==> src/rtl/pipeline_pkg.sv <==
// Shared pipeline definitions: reset PC, bubble encoding, instruction width and fetch FSM states.
// Pure constants and types; no logic and no latency.
// No handshaking here.
package pipeline_pkg;

    localparam int unsigned INSTR_W = 32;

    localparam logic [INSTR_W-1:0] NOP_INSTR = 32'h0000_0000;
    localparam logic [31:0]        RESET_PC  = 32'h0000_0000;

    typedef enum logic [1:0] {
        FETCH = 2'd0,
        HOLD  = 2'd1,
        DROP  = 2'd2
    } fetch_state_t;

endpackage

==> src/rtl/if_fetch_unit_if.sv <==
// Fetch stage bundle: hazard-unit controls, instruction-memory req/ack port and the IF/ID outputs.
// No latency; this is wiring only.
// The master side is the fetch unit; the slave side holds the hazard unit, memory and IF/ID.
interface if_fetch_unit_if;
    import pipeline_pkg::*;

    logic               stall_i;
    logic               branch_i;
    logic [31:0]        branch_target_i;
    logic               imem_req_o;
    logic [31:0]        imem_addr_o;
    logic               imem_ack_i;
    logic [INSTR_W-1:0] imem_rdata_i;
    logic [31:0]        npc_o;
    logic [INSTR_W-1:0] instruction_o;

    modport master (
        input  stall_i, branch_i, branch_target_i, imem_ack_i, imem_rdata_i,
        output imem_req_o, imem_addr_o, npc_o, instruction_o
    );

    modport slave (
        output stall_i, branch_i, branch_target_i, imem_ack_i, imem_rdata_i,
        input  imem_req_o, imem_addr_o, npc_o, instruction_o
    );

endinterface

==> src/rtl/if_fetch_unit.sv <==
// Instruction fetch: owns the PC, issues imem requests, presents instruction + PC+4 to IF/ID.
// Zero-cycle fetch-to-IF/ID latency: the acked word is presented combinationally in the ack cycle.
// A stall parks the acked word in HOLD (no request); a redirect over a pending request drains it in DROP.
module if_fetch_unit
    import pipeline_pkg::*;
(
    input  logic           clk_i,
    input  logic           rst_i,
    if_fetch_unit_if.master fb
);

    fetch_state_t       state_q, state_d;
    logic [31:0]        pc_q, pc_d;
    logic [31:0]        redir_q, redir_d;
    logic [INSTR_W-1:0] hold_q, hold_d;

    logic [31:0]        pc_inc;
    logic [31:0]        target;

    assign pc_inc = pc_q + 32'd4;
    assign target = {fb.branch_target_i[31:2], 2'b00};

    always_comb begin
        state_d = state_q;
        pc_d    = pc_q;
        redir_d = redir_q;
        hold_d  = hold_q;
        case (state_q)
            FETCH: begin
                if (fb.branch_i) begin
                    if (fb.imem_ack_i) begin
                        pc_d = target;
                    end else begin
                        // Request already on the bus must complete before the target is fetched.
                        redir_d = target;
                        state_d = DROP;
                    end
                end else if (fb.imem_ack_i) begin
                    if (fb.stall_i) begin
                        hold_d  = fb.imem_rdata_i;
                        state_d = HOLD;
                    end else begin
                        pc_d = pc_inc;
                    end
                end
            end
            HOLD: begin
                if (fb.branch_i) begin
                    pc_d    = target;
                    state_d = FETCH;
                end else if (!fb.stall_i) begin
                    pc_d    = pc_inc;
                    state_d = FETCH;
                end
            end
            DROP: begin
                if (fb.imem_ack_i) begin
                    pc_d    = fb.branch_i ? target : redir_q;
                    state_d = FETCH;
                end else if (fb.branch_i) begin
                    redir_d = target;
                end
            end
            default: begin
                state_d = FETCH;
            end
        endcase
    end

    always_comb begin
        fb.instruction_o = NOP_INSTR;
        fb.npc_o         = 32'd0;
        if (!rst_i && !fb.branch_i) begin
            if (state_q == FETCH && fb.imem_ack_i) begin
                fb.instruction_o = fb.imem_rdata_i;
                fb.npc_o         = pc_inc;
            end else if (state_q == HOLD) begin
                fb.instruction_o = hold_q;
                fb.npc_o         = pc_inc;
            end
        end
    end

    assign fb.imem_req_o  = !rst_i && (state_q != HOLD);
    assign fb.imem_addr_o = pc_q;

    always_ff @(posedge clk_i or posedge rst_i) begin
        if (rst_i) begin
            state_q <= FETCH;
            pc_q    <= RESET_PC;
            redir_q <= 32'd0;
            hold_q  <= NOP_INSTR;
        end else begin
            state_q <= state_d;
            pc_q    <= pc_d;
            redir_q <= redir_d;
            hold_q  <= hold_d;
        end
    end

endmodule

==> src/flat_wrapper.sv <==
// flat-port wrapper written by rule: the top's interface ports become plain ports
module if_fetch_unit_flat import pipeline_pkg::*;
  (clk_i, rst_i, fb_stall_i, fb_branch_i, fb_branch_target_i, fb_imem_ack_i, fb_imem_rdata_i, fb_imem_req_o, fb_imem_addr_o, fb_npc_o, fb_instruction_o);
  if_fetch_unit_if fb_i ();
  input  logic clk_i;
  input  logic rst_i;
  input wire logic [$bits(fb_i.stall_i)-1:0] fb_stall_i;
  input wire logic [$bits(fb_i.branch_i)-1:0] fb_branch_i;
  input wire logic [$bits(fb_i.branch_target_i)-1:0] fb_branch_target_i;
  input wire logic [$bits(fb_i.imem_ack_i)-1:0] fb_imem_ack_i;
  input wire logic [$bits(fb_i.imem_rdata_i)-1:0] fb_imem_rdata_i;
  output wire logic [$bits(fb_i.imem_req_o)-1:0] fb_imem_req_o;
  output wire logic [$bits(fb_i.imem_addr_o)-1:0] fb_imem_addr_o;
  output wire logic [$bits(fb_i.npc_o)-1:0] fb_npc_o;
  output wire logic [$bits(fb_i.instruction_o)-1:0] fb_instruction_o;
  assign fb_i.stall_i = fb_stall_i;
  assign fb_i.branch_i = fb_branch_i;
  assign fb_i.branch_target_i = fb_branch_target_i;
  assign fb_i.imem_ack_i = fb_imem_ack_i;
  assign fb_i.imem_rdata_i = fb_imem_rdata_i;
  assign fb_imem_req_o = fb_i.imem_req_o;
  assign fb_imem_addr_o = fb_i.imem_addr_o;
  assign fb_npc_o = fb_i.npc_o;
  assign fb_instruction_o = fb_i.instruction_o;
  if_fetch_unit u_core (.clk_i(clk_i), .rst_i(rst_i), .fb(fb_i));
endmodule
==> config.mk <==
export PLATFORM = sky130hd
export DESIGN_NAME = if_fetch_unit_flat
export DESIGN_NICKNAME = d
export VERILOG_FILES = /design/src/rtl/pipeline_pkg.sv /design/src/rtl/if_fetch_unit_if.sv /design/src/rtl/if_fetch_unit.sv /design/src/flat_wrapper.sv
export SDC_FILE = /design/constraint.sdc
export NUM_CORES = 1
export LEC_CHECK = 0
export ABC_AREA = 1
export BUFFER_PORTS_ARGS = -buffer_cell sky130_fd_sc_hd__buf_2
export CORE_AREA = 5 5 113 115
export DETAILED_ROUTE_END_ITERATION = 10
export DIE_AREA = 0 0 118 120
export PLACE_DENSITY = 0.79
export SLEW_MARGIN = 30
export SYNTH_ARGS = -nofsm -noshare
export SYNTH_HDL_FRONTEND = slang
export SYNTH_SLANG_ARGS = --single-unit
export TNS_END_PERCENT = 30
==> constraint.sdc <==
create_clock -name clk_i -period 3.9 [get_ports clk_i]
set_input_delay 0.195 -clock clk_i [delete_from_list [all_inputs] [get_ports clk_i]]
set_output_delay 0.195 -clock clk_i [all_outputs]
set_load 0.1 [all_outputs]
==> results by group <==
Pwr
  • Combinational Power Share: 0.418
  • P_int: 0.00200 W
  • Psw: between 0.0015 and 0.002 W
  • Clock power share: 0.216
  • Switching Share: 0.480
  • Worst IR Drop VDD: 0.000336 V
  • Part of the power in registers: 0.367
  • Leakage: 3.56 nW
  • Tot Pwr: 0.00385 W
  • PD cells: about 550 nW/um^2

Die
  • Area of the core: 11700 um^2
  • Die Ht: 120 um
  • Die X: between 100 and 150 um
  • Die area: ~14000 um^2
  • I/O pins: 166
  • Number of core rows: 40
  • Initial Util: 0.513

Synth
  • Main combinational cell family by area after synthesis: simple AND/OR/NAND/NOR gates
  • Synth Net Count: 933
  • Synth warnings: 0
  • Post-synth cell types: 34
  • Synth Area in Compound Gates: 0.189
  • Sequential cell area fraction in the yosys report: 0.408
  • Yosys reg bits: 98
  • Synth Area in XOR/XNOR: 0.0146
  • Adder-Cell Fraction of Synth Area: 0.00208
  • Mapped Area: 6010 um^2
  • Post-synthesis mux area share: 0
  • Post-Synth Simple-Gate Area: 0.312
  • Post-Synthesis Cells: 863
  • Syn Area/Cell: 6.96 um^2

Critical path
  • WS Path Type: flop to output pin
  • Critical-path cell list: ha_1, nand2_2, nor2_4, nand3_1, nor2_1, xor2_1, o21ai_0, nor2_1, buf_2
  • Worst endpoint required time: 3.70 ns
  • Cell family with most CP delay: simple AND/OR/NAND/NOR gates
  • WP data arrival: 2.68 ns
  • Worst path most repeated cell: nor2_1
  • Critical-path maximum fanout: 7
  • Crit path largest cell delay: roughly 0.5 ns
  • Worst Path Buf+Inv: 1
  • Crit start category: flop
  • Crit end category: output pin
  • CP max-delay cell: dfrtp_1

Layout
  • Area grow syn2layout: 17.5%
  • Fin cells: 1147
  • Share of post-route cells with drive strength above 1: 0.229
  • Final core utilization: 0.603
  • Reg area: 2450 um^2
  • Filler cell count: 1133
  • Nets: 1068
  • Multi-input logic area: roughly 3100 um^2
  • Antenna Cells: 0
  • Design Area, Final: 7060 um^2
  • Commonest non-fill, non-tap cell in the layout: nand2_1
  • Commonest cells after routing, fill and taps aside: nand2_1, buf_2, dfrtp_1

Global routing
  • Initial antenna violation count: 1
  • GR Overflow Total: 0
  • Total global-route track usage: 0.243
  • Global-route wire length before repair: roughly 29000 um
  • Pin count of the biggest net entering global routing: slightly below 80
  • Number of global-route vias before repair: 5891

STA
  • Fmax: 0.348 GHz
  • Setup tns final: 0 ns
  • Clock skew: 0.00539 ns
  • Tcrit/Tclk final: 0.738
  • Fin. Hold Viols: 16
  • RSZ-0062 raised after global routing: no
  • Final hold slack: -0.0160 ns
  • Fin crit period: 2.88 ns
  • Final setup vio count: 0
  • Relative slew slack: 0.367
  • Worst Tran Pin Value: 0.944 ns
  • Slew Limit Fails: 0

Clock tree
  • CTS sink count: 98
  • Worst skew pair latency: roughly 0.34 ns
  • H-Tree Depth: 3
  • Number of post-CTS setup repair buffers: 0
  • CTS tree: done
  • Worst-path clk slew: 0.07 ns
  • Clk Tree Root Cell: clkbuf_16
  • Total CTS buffers: 9
  • Max clock buf depth: 2
  • Hold_buf cts: 0
  • Post-CTS sizing: 0

Placed design
  • Port-buffer cells: around 160
  • Detailed Place HPWL: about 12000 um
  • Area after DPL: 6800 um^2
  • Dpl cells: around 1.1k
  • GPL Wtd Cong: 0.921

Routing
  • 1st-pass router iterations: 5
  • Via/cell ratio: 5.43
  • Routed wire length: 17300 um
  • DR WL/cell: between 15 and 20 um
  • DRC violations left: 0
  • DR iter-0 viols: 595
  • Final ANT Viol Nets: 0
  • Via count: 6223

Status
  • Status: complete, but fails checks
  • Failing checks: negative hold slack

Job
  • MaxCap Viol Count: 0

Hold path
  • Tightest Hold Check Type: primary input to asynchronous set/reset pin
==> sequential cells by signal (all words and copies together) (netlist names) <==
register / count
u_core.state_q: 2
u_core.fb.imem_addr_o: 32
u_core.redir_q: 32
u_core.hold_q: 32
==> layer usage <==
metal	wire (um)	GRT usage	part of all wire
met4	436	0.0910	0.025
met5	13	0	0.00075
met2	8160	0.399	0.47
met3	1420	0.0490	0.082
met1	7220	0.319	0.42
==> logic make-up (layout without fill, tap and decap cells) <==
kind of cell | Yosys count | in the layout
XOR/XNOR | 10 | 10
adder cells (fa/ha/maj) | 1 | 1
buffers and inverters | 89 | 226
AO/OA/AOI/OAI | 211 | 211
AND/OR/NAND/NOR | 454 | 454
flip-flops | 98 | 98
==> cells in the mapped netlist <==
library cell    number  share of area
nand2_4              3         0.0056
buf_6                3         0.0056
inv_2                5         0.0031
a21oi_2              8          0.012
and2_1               1         0.0010
inv_1               35          0.022
buf_1                4         0.0025
nor2_4               8          0.015
nor2_1              92          0.057
a21oi_1             77          0.064
a22oi_1              4         0.0050
nor2_2               7         0.0073
nand2_1            306           0.19
nor3_2               2         0.0033
clkbuf_1            15         0.0094
o21bai_1             7         0.0087
clkinv_1             1        0.00062
o221ai_1             1         0.0015
o21ai_1             25          0.021
nand3_1             24          0.020
nand2_2             10          0.010
o21ai_0             82          0.068
o21ai_2              1         0.0015
ha_1                 1         0.0021
nor3_1               1        0.00083
buf_4                1         0.0012
clkbuf_8             5          0.011
dlymetal6s2s_1       1         0.0021
xor2_1              10          0.015
dfrtp_1             98           0.41
a221oi_1             4         0.0058
a31oi_1              2         0.0021
buf_2               18          0.015
inv_4                1         0.0010
==> power by group through the flow <==
stage          registers [W]  logic (W)  clock network, W
2_1_floorplan        0.00193   0.000791                 0
3_5_place_dp         0.00142    0.00161                 0
5_1_grt              0.00144    0.00173          0.000876
6_report             0.00141    0.00161          0.000831
4_1_cts              0.00141    0.00161          0.000844
3_3_place_gp         0.00141    0.00159                 0
==> through the flow <==
stage	hold WS [ns]	setup WS [ns]
2_1_floorplan	0.312	0.331
3_3_place_gp	0.413	1.44
3_5_place_dp	0.416	1.42
4_1_cts	0.0509	1.03
5_1_grt	0.0726	0.908
6_report	-0.0160	1.02
==> layout make-up <==
cell class / instances / share of cell area
Multi-Input combinational cell: 676 / 0.443
Sequential cell: 98 / 0.347
Timing Repair Buffer: 171 / 0.124
Clock buffer: 13 / 0.0368
Tap cell: 147 / 0.0260
Inverter: 42 / 0.0234
==> worst paths after layout <==
check	startpoint	endpoint	slack, ns	cells after the start
min	rst_i	u_core.hold_q[1]$_DFFE_PP0P_	-0.02	2
min in group clk_i	fb_branch_target_i[16]	u_core.redir_q[16]$_DFFE_PP0P_	0.06	3
max reg2reg	u_core.state_q[1]$_DFFE_PP0P_	u_core.fb.imem_addr_o[15]$_DFFE_PP0P_	1.62	7
max in group asynchronous	rst_i	u_core.redir_q[26]$_DFFE_PP0P_	3.11	3
max	u_core.fb.imem_addr_o[2]$_DFFE_PP0P_	fb_npc_o[20]	1.02	9
min reg2reg	u_core.redir_q[19]$_DFFE_PP0P_	u_core.redir_q[19]$_DFFE_PP0P_	0.47	2
Power figures use the tool's default switching activity.
